==> config.mk <==
export PLATFORM = sky130hd
export DESIGN_NAME = spi_byte_streamer_flat
export DESIGN_NICKNAME = d
export VERILOG_FILES = /design/src/rtl/spi_byte_streamer_if.sv /design/src/rtl/spi_byte_streamer.sv /design/src/flat_wrapper.sv
export SDC_FILE = /design/constraint.sdc
export NUM_CORES = 1
export LEC_CHECK = 0
export ABC_AREA = 1
export CORE_MARGIN = 3
export CORE_UTILIZATION = 55
export CTS_BUF_LIST = sky130_fd_sc_hd__clkbuf_4
export DETAILED_ROUTE_END_ITERATION = 7
export DONT_BUFFER_PORTS = 1
export HOLD_SLACK_MARGIN = 0.12
export PLACE_DENSITY = 0.76
export SETUP_SLACK_MARGIN = 0.15
export SLEW_MARGIN = 0
export SYNTH_ARGS = -nofsm -noshare
export SYNTH_HDL_FRONTEND = slang
export SYNTH_SLANG_ARGS = --single-unit
==> constraint.sdc <==
create_clock -name sysClk -period 2.6 [get_ports sysClk]
set_clock_uncertainty 0.05 [all_clocks]
set_input_delay 0.52 -clock sysClk [delete_from_list [all_inputs] [get_ports sysClk]]
set_output_delay 0.52 -clock sysClk [all_outputs]
set_load 0.03 [all_outputs]
==> src/rtl/spi_byte_streamer_if.sv <==
// Signal bundle between the byte streamer and its surroundings.
// The streamer connects through the "slave" modport. The environment, meaning the
// host byte port plus the SPI master, connects through the "master" modport.
interface spi_byte_streamer_if;
    // Host byte port
    logic       wr_en;
    logic [7:0] wr_data;
    logic       tx_full;
    logic       rd_en;
    logic [7:0] rd_data;
    logic       rx_empty;
    logic       busy;
    logic       timeout_err;
    logic       clr_err;

    // SPI master byte port
    logic       spi_tx_en;
    logic [7:0] spi_tx_byte;
    logic [7:0] spi_rx_byte;
    logic       spi_done;

    // View used by the streamer
    modport slave (
        input  wr_en, wr_data, rd_en, clr_err, spi_rx_byte, spi_done,
        output tx_full, rd_data, rx_empty, busy, timeout_err, spi_tx_en, spi_tx_byte
    );

    // View used by the host and the SPI master
    modport master (
        output wr_en, wr_data, rd_en, clr_err, spi_rx_byte, spi_done,
        input  tx_full, rd_data, rx_empty, busy, timeout_err, spi_tx_en, spi_tx_byte
    );
endinterface

==> src/rtl/spi_byte_streamer.sv <==
// Byte-stream front end for an SPI master.
// Host bytes are queued in a TX FIFO and handed to the master one at a time.
// Each byte returned by the master is queued in an RX FIFO for the host to drain.
// A transfer that never completes is abandoned after TIMEOUT cycles, and a sticky error flag is raised.
module spi_byte_streamer #(
    parameter int DEPTH      = 4,   // entries per FIFO, power of 2, >= 2
    parameter int GAP_CYCLES = 2,   // idle cycles between bytes
    parameter int TIMEOUT    = 64   // XFER cycles allowed before abort, >= 1
) (
    input  logic               sysClk,
    input  logic               reset,
    spi_byte_streamer_if.slave bus
);

    localparam int AW = $clog2(DEPTH);
    localparam int CW = AW + 1;
    localparam int TW = (TIMEOUT > 1) ? $clog2(TIMEOUT) : 1;
    localparam int GW = (GAP_CYCLES > 0) ? $clog2(GAP_CYCLES + 1) : 1;

    typedef enum logic [2:0] {
        IDLE  = 3'd0,
        LOAD  = 3'd1,
        XFER  = 3'd2,
        STORE = 3'd3,
        GAP   = 3'd4
    } state_t;

    state_t state, next_state;

    // FIFO storage and bookkeeping
    logic [7:0]    tx_mem [DEPTH];
    logic [7:0]    rx_mem [DEPTH];
    logic [AW-1:0] tx_wr_ptr, tx_rd_ptr;
    logic [AW-1:0] rx_wr_ptr, rx_rd_ptr;
    logic [CW-1:0] tx_count, rx_count;

    // Transfer datapath
    logic [7:0]    tx_byte_q;
    logic          tx_en_q;
    logic [7:0]    rx_hold;
    logic [TW-1:0] timeout_cnt;
    logic [GW-1:0] gap_cnt;
    logic          err_q;

    // Decoded strobes and status
    logic tx_empty, tx_full, rx_empty, rx_full;
    logic tx_push, tx_pop, rx_push, rx_pop;
    logic done_hit, timeout_hit;

    // State register
    always_ff @(posedge sysClk) begin
        // NOTE: registers use non-blocking assignments so that every flop samples pre-edge values.
        if (reset) begin
            state <= IDLE;
        end else begin
            state <= next_state;
        end
    end

    // Next-state decode
    always_comb begin
        // NOTE: the default first assignment covers every path, so no latch can be inferred.
        next_state = state;
        unique case (state)
            IDLE: begin
                // An RX slot must be free before starting, so a stored byte can never overflow.
                if (!tx_empty && !rx_full) begin
                    next_state = LOAD;
                end
            end
            LOAD: next_state = XFER;
            XFER: begin
                if (done_hit) begin
                    next_state = STORE;
                end else if (timeout_hit) begin
                    next_state = GAP;
                end
            end
            STORE: next_state = (GAP_CYCLES == 0) ? IDLE : GAP;
            GAP: begin
                // A timeout can reach GAP with a zero count when GAP_CYCLES is 0, so treat <=1 as last.
                if (gap_cnt <= GW'(1)) begin
                    next_state = IDLE;
                end
            end
            default: next_state = IDLE;
        endcase
    end

    // Output and strobe decode
    always_comb begin
        tx_empty    = (tx_count == '0);
        tx_full     = (tx_count == CW'(DEPTH));
        rx_empty    = (rx_count == '0);
        rx_full     = (rx_count == CW'(DEPTH));
        tx_push     = bus.wr_en && !tx_full;
        tx_pop      = (state == LOAD);
        rx_push     = (state == STORE);
        rx_pop      = bus.rd_en && !rx_empty;
        done_hit    = (state == XFER) && bus.spi_done;
        timeout_hit = (state == XFER) && !bus.spi_done && (timeout_cnt == TW'(TIMEOUT - 1));

        bus.tx_full     = tx_full;
        bus.rx_empty    = rx_empty;
        bus.rd_data     = rx_mem[rx_rd_ptr];
        bus.busy        = (state != IDLE);
        bus.timeout_err = err_q;
        bus.spi_tx_en   = tx_en_q;
        bus.spi_tx_byte = tx_byte_q;
    end

    // TX FIFO storage
    always_ff @(posedge sysClk) begin
        // NOTE: FIFO memories are not reset. Pointers and counts define validity, so stale contents are never observed.
        if (tx_push) begin
            tx_mem[tx_wr_ptr] <= bus.wr_data;
        end
    end

    // TX FIFO pointers and occupancy. A push and a pop on the same edge both take effect.
    always_ff @(posedge sysClk) begin
        if (reset) begin
            tx_wr_ptr <= '0;
            tx_rd_ptr <= '0;
            tx_count  <= '0;
        end else begin
            if (tx_push) begin
                tx_wr_ptr <= tx_wr_ptr + AW'(1);
            end
            if (tx_pop) begin
                tx_rd_ptr <= tx_rd_ptr + AW'(1);
            end
            case ({tx_push, tx_pop})
                2'b10:   tx_count <= tx_count + CW'(1);
                2'b01:   tx_count <= tx_count - CW'(1);
                default: tx_count <= tx_count;
            endcase
        end
    end

    // RX FIFO storage
    always_ff @(posedge sysClk) begin
        if (rx_push) begin
            rx_mem[rx_wr_ptr] <= rx_hold;
        end
    end

    // RX FIFO pointers and occupancy. A store and a host read on the same edge leave the count unchanged.
    always_ff @(posedge sysClk) begin
        if (reset) begin
            rx_wr_ptr <= '0;
            rx_rd_ptr <= '0;
            rx_count  <= '0;
        end else begin
            if (rx_push) begin
                rx_wr_ptr <= rx_wr_ptr + AW'(1);
            end
            if (rx_pop) begin
                rx_rd_ptr <= rx_rd_ptr + AW'(1);
            end
            case ({rx_push, rx_pop})
                2'b10:   rx_count <= rx_count + CW'(1);
                2'b01:   rx_count <= rx_count - CW'(1);
                default: rx_count <= rx_count;
            endcase
        end
    end

    // Master-facing byte, enable, and captured reply
    always_ff @(posedge sysClk) begin
        if (reset) begin
            tx_byte_q <= 8'h00;
            tx_en_q   <= 1'b0;
            rx_hold   <= 8'h00;
        end else begin
            if (tx_pop) begin
                tx_byte_q <= tx_mem[tx_rd_ptr];
            end
            // The enable is high exactly while the FSM sits in XFER.
            tx_en_q <= (next_state == XFER);
            if (done_hit) begin
                rx_hold <= bus.spi_rx_byte;
            end
        end
    end

    // Timeout counter, gap counter and sticky error flag
    always_ff @(posedge sysClk) begin
        if (reset) begin
            timeout_cnt <= '0;
            gap_cnt     <= '0;
            err_q       <= 1'b0;
        end else begin
            if (state == LOAD) begin
                timeout_cnt <= '0;
            end else if (state == XFER && !done_hit && !timeout_hit) begin
                timeout_cnt <= timeout_cnt + TW'(1);
            end

            if (state == STORE || timeout_hit) begin
                gap_cnt <= GW'(GAP_CYCLES);
            end else if (state == GAP && gap_cnt != '0) begin
                gap_cnt <= gap_cnt - GW'(1);
            end

            // When a new timeout and a clear arrive on the same edge, the timeout wins.
            if (timeout_hit) begin
                err_q <= 1'b1;
            end else if (bus.clr_err) begin
                err_q <= 1'b0;
            end
        end
    end

endmodule
==> src/flat_wrapper.sv <==
// flat-port wrapper written by rule: the top's interface ports become plain ports
module spi_byte_streamer_flat 
#(
    parameter int DEPTH      = 4,                                        
    parameter int GAP_CYCLES = 2,                               
    parameter int TIMEOUT    = 64                                            
)
  (sysClk, reset, bus_wr_en, bus_wr_data, bus_rd_en, bus_clr_err, bus_spi_rx_byte, bus_spi_done, bus_tx_full, bus_rd_data, bus_rx_empty, bus_busy, bus_timeout_err, bus_spi_tx_en, bus_spi_tx_byte);
  spi_byte_streamer_if bus_i ();
  input  logic sysClk;
  input  logic reset;
  input wire logic [$bits(bus_i.wr_en)-1:0] bus_wr_en;
  input wire logic [$bits(bus_i.wr_data)-1:0] bus_wr_data;
  input wire logic [$bits(bus_i.rd_en)-1:0] bus_rd_en;
  input wire logic [$bits(bus_i.clr_err)-1:0] bus_clr_err;
  input wire logic [$bits(bus_i.spi_rx_byte)-1:0] bus_spi_rx_byte;
  input wire logic [$bits(bus_i.spi_done)-1:0] bus_spi_done;
  output wire logic [$bits(bus_i.tx_full)-1:0] bus_tx_full;
  output wire logic [$bits(bus_i.rd_data)-1:0] bus_rd_data;
  output wire logic [$bits(bus_i.rx_empty)-1:0] bus_rx_empty;
  output wire logic [$bits(bus_i.busy)-1:0] bus_busy;
  output wire logic [$bits(bus_i.timeout_err)-1:0] bus_timeout_err;
  output wire logic [$bits(bus_i.spi_tx_en)-1:0] bus_spi_tx_en;
  output wire logic [$bits(bus_i.spi_tx_byte)-1:0] bus_spi_tx_byte;
  assign bus_i.wr_en = bus_wr_en;
  assign bus_i.wr_data = bus_wr_data;
  assign bus_i.rd_en = bus_rd_en;
  assign bus_i.clr_err = bus_clr_err;
  assign bus_i.spi_rx_byte = bus_spi_rx_byte;
  assign bus_i.spi_done = bus_spi_done;
  assign bus_tx_full = bus_i.tx_full;
  assign bus_rd_data = bus_i.rd_data;
  assign bus_rx_empty = bus_i.rx_empty;
  assign bus_busy = bus_i.busy;
  assign bus_timeout_err = bus_i.timeout_err;
  assign bus_spi_tx_en = bus_i.spi_tx_en;
  assign bus_spi_tx_byte = bus_i.spi_tx_byte;
  spi_byte_streamer #(.DEPTH(DEPTH), .GAP_CYCLES(GAP_CYCLES), .TIMEOUT(TIMEOUT)) u_core (.sysClk(sysClk), .reset(reset), .bus(bus_i));
endmodule
==> qor.txt <==
Worst slew margin -> 48.2%
Fmax -> 0.445 GHz
# diodes -> 0
Top FF cell, synth -> edfxtp_1
Synth Area in Simple Gates -> 13.3%
First-pass GRT wire length -> 14200 um
Std-Cell Core Area -> 7850 um^2
H-tree Lvls -> 3
Peak supply drop -> 0.488 mV
Max-cap viol count -> 0
TritonRoute pass-1 iters -> 4
Worst-path maximum fanout -> 16
Cell type with the largest total area after synthesis -> edfxtp_1
Yosys warns -> 0
Seq pwr share -> 56.3%
Clock latency on the worst-skew pair -> 0.47 ns
TritonCTS clock tree -> yes
Initial drt markers -> 174
Compound-Gate Fraction of Synth Area -> 12.7%
Post-synthesis mux area share -> 0%
Routed WL -> 8520 um
Layout cells sized above 1 -> 10.4%
Fin Setup TNS -> 0 ns
Cell area after layout -> 4930 um^2
Total GRT Usage -> 18.9%
Routed len/inst -> 14.9 um
Post-synth EDFFs -> 64
Crit path kind -> flop to output pin
Main area contributors after synthesis -> edfxtp_1, dfxtp_1, o21ai_0
Area share of fa/ha/maj cells after synthesis -> 4.47%
Switching Fraction -> 35.6%
Commonest cells in the netlist -> edfxtp_1, nor2_1, o21ai_0
Area growth syn-to-layout -> 8.63%
Non-filler cells, final -> 571
Most numerous cell in the Yosys netlist -> edfxtp_1
Final hold violations -> 0
Crit. End Element -> output pin
Synth Cell Area -> 4540 um^2
Pwr per Cell Area -> 796 nW/um^2
Final GP Congestion -> 0.781
Mapped Cells -> 439
Nets@finish -> 501
Largest net degree at the start of global routing -> 23
Worst-Margin Slew -> 0.774 ns
RSZ-0062 raised after global routing -> no
Fin crit share -> 86.4%
Yosys cell types -> 31
Crit path required time -> 2.03 ns
Via density -> 5.42
Hold WC Path Type -> input pin to flop
Clock share of power -> 21.0%
Synth Area per Inst -> 10.3 um^2
Total Power -> 3.92 mW
Clock buffer count from CTS -> 9
Syn_nets -> 476
Initial antenna violation count -> 0
Reg2Reg Setup Slack -> 0.43 ns
Root Driver -> clkbuf_4
P_sw -> 1.40 mW
Comb pwr share -> 22.7%
Fillers -> 633
IO Pins -> 43
Die Area -> 9380 um^2
Via count -> 3096
Final setup fails -> 0
Final routed DRC violation total -> 0
Async set-or-reset flop fraction in the synthesized netlist -> 0%
Placed Instances -> 544
Combinational family with the most area after synthesis -> simple AND/OR/NAND/NOR gates
Area after DPL -> 4690 um^2
Hpwl dp -> 5770 um
CTS max path bufs -> 2
Sequential element share of the synthesized area -> 62.2%
Row cnt -> 32
WHS -> 0.140 ns
Final Max Slew Viols -> 0
XOR/XNOR share of the synthesized area -> 0.772%
Die height -> 96.8 um
Top cell type's share of synthesized area -> 42.4%
Status -> finished clean
Sink Count -> 109
Pint -> 2.53 mW
CP startpoint kind -> flop
CP arrival -> 1.68 ns
IO buf count -> 0
Post-CTS Setup Bufs -> 0
Worst-path clk slew -> 0.19 ns
Seq cells post-synth -> 109
Vias in the first global route -> 3050
Total gr overflow -> 0
Tmin final -> 2.25 ns
Die Width -> 96.8 um
P_leak -> 1.87 nW
Starting Density -> 57.8%
Antenna Nets Post-Route -> 0
==> layer usage <==
metal / share of wire, % / vias up / GRT usage, %
met5: 0 / - / 0
met3: 4.6 / 15 / 4.61
met4: 2.4 / 0 / 7.24
met2: 51 / 79 / 33.1
met1: 42 / 1470 / 22.3
li1: - / 1532 / -
==> kinds of logic (layout without fill, tap and decap cells) <==
logic type / count (synthesis) / count (layout)
and+or+nand+nor: 138 / 138
AOI/OAI and AO/OA: 109 / 109
buffers and inverters: 64 / 94
DFF: 109 / 109
adders and majority gates: 15 / 15
xor gates and xnor gates: 4 / 4
==> path summary, 6_finish.rpt <==
check | startpoint | to | depth (start not counted)
setup / recovery | flop | bus_rd_data[1] | 4
hold / removal | bus_spi_rx_byte[0] | u_core.rx_hold[0] | 2
setup reg to reg | u_core.rx_count[1] | u_core.rx_count[2] | 12
hold reg to reg | u_core.rx_hold[6] | u_core.rx_mem[2][6] | 0
==> metrics by stage <==
stage | util (%) | setup slack (ns)
5_1_grt | 62.8 | 0.198
3_3_place_gp | 59.7 | 0.553
3_5_place_dp | 59.7 | 0.471
4_1_cts | 62.5 | 0.338
6_report | 62.8 | 0.353
2_1_floorplan | - | 0.653
==> flip-flops by register name (all words and copies together) (netlist names), named ones only <==
signal                  cells
u_core.tx_rd_ptr            2
u_core.timeout_cnt          6
u_core.state                3
u_core.rx_count             3
u_core.rx_hold              8
u_core.bus.timeout_err      1
u_core.bus.spi_tx_byte      8
u_core.tx_wr_ptr            2
u_core.tx_mem              32
u_core.rx_rd_ptr            2
u_core.tx_count             3
u_core.rx_wr_ptr            2
u_core.gap_cnt              2
u_core.rx_mem              32
u_core.bus.spi_tx_en        1
==> cell type report <==
type	count	area, um^2	share of cell area [%]
Clock buffer	10	75.1	1.52
Clock inverter	6	57.6	1.17
Inverter	50	188	3.81
Multi-Input combinational cell	266	1420	28.8
Timing Repair Buffer	28	238	4.82
Tap cell	102	128	2.59
Sequential cell	109	2820	57.3
==> timing repair <==
action | 4_1_cts | 5_1_grt
endpoints found under the setup margin | 0 | 0
resized for setup | 0 | 0
hold endpoints to repair | 47 | 1
hold buffers | 9 | 2
==> critical path, stage by stage (launching register included) <==
cell     delay (ns)
dfxtp_1        0.35
inv_1          0.32
o21ai_0        0.15
o22ai_1        0.19
buf_4          0.20
==> power groups by stage <==
stage,sequential [mW],combinational (mW),clock (mW)
3_3_place_gp,2.24,0.832,0
2_1_floorplan,2.21,0.703,0
3_5_place_dp,2.25,0.867,0
5_1_grt,2.23,1.01,0.905
6_report,2.21,0.891,0.823
4_1_cts,2.21,0.890,0.835
==> cells in the final DEF, fill, tap and decap left out <==
cell type      instances
nand2_2                3
fa_1                   2
o21bai_1               8
dlygate4sd3_1         11
nor3_1                 1
o21ai_1                4
nor2_1                62
nand3_1               18
inv_2                  4
o21ai_0               56
inv_1                 46
nand3_2                2
a31oi_1                1
inv_6                  4
xnor2_1                1
nor2_2                 3
inv_8                  2
buf_4                 17
nand2_4                2
edfxtp_1              64
ha_1                  13
nor2_4                 2
clkbuf_4              10
xor2_1                 3
dfxtp_1               45
nand2_1               43
nand4_1                1
o22ai_1                8
a21oi_1               32
nand3b_1               1
Power figures use the tool's default switching activity.
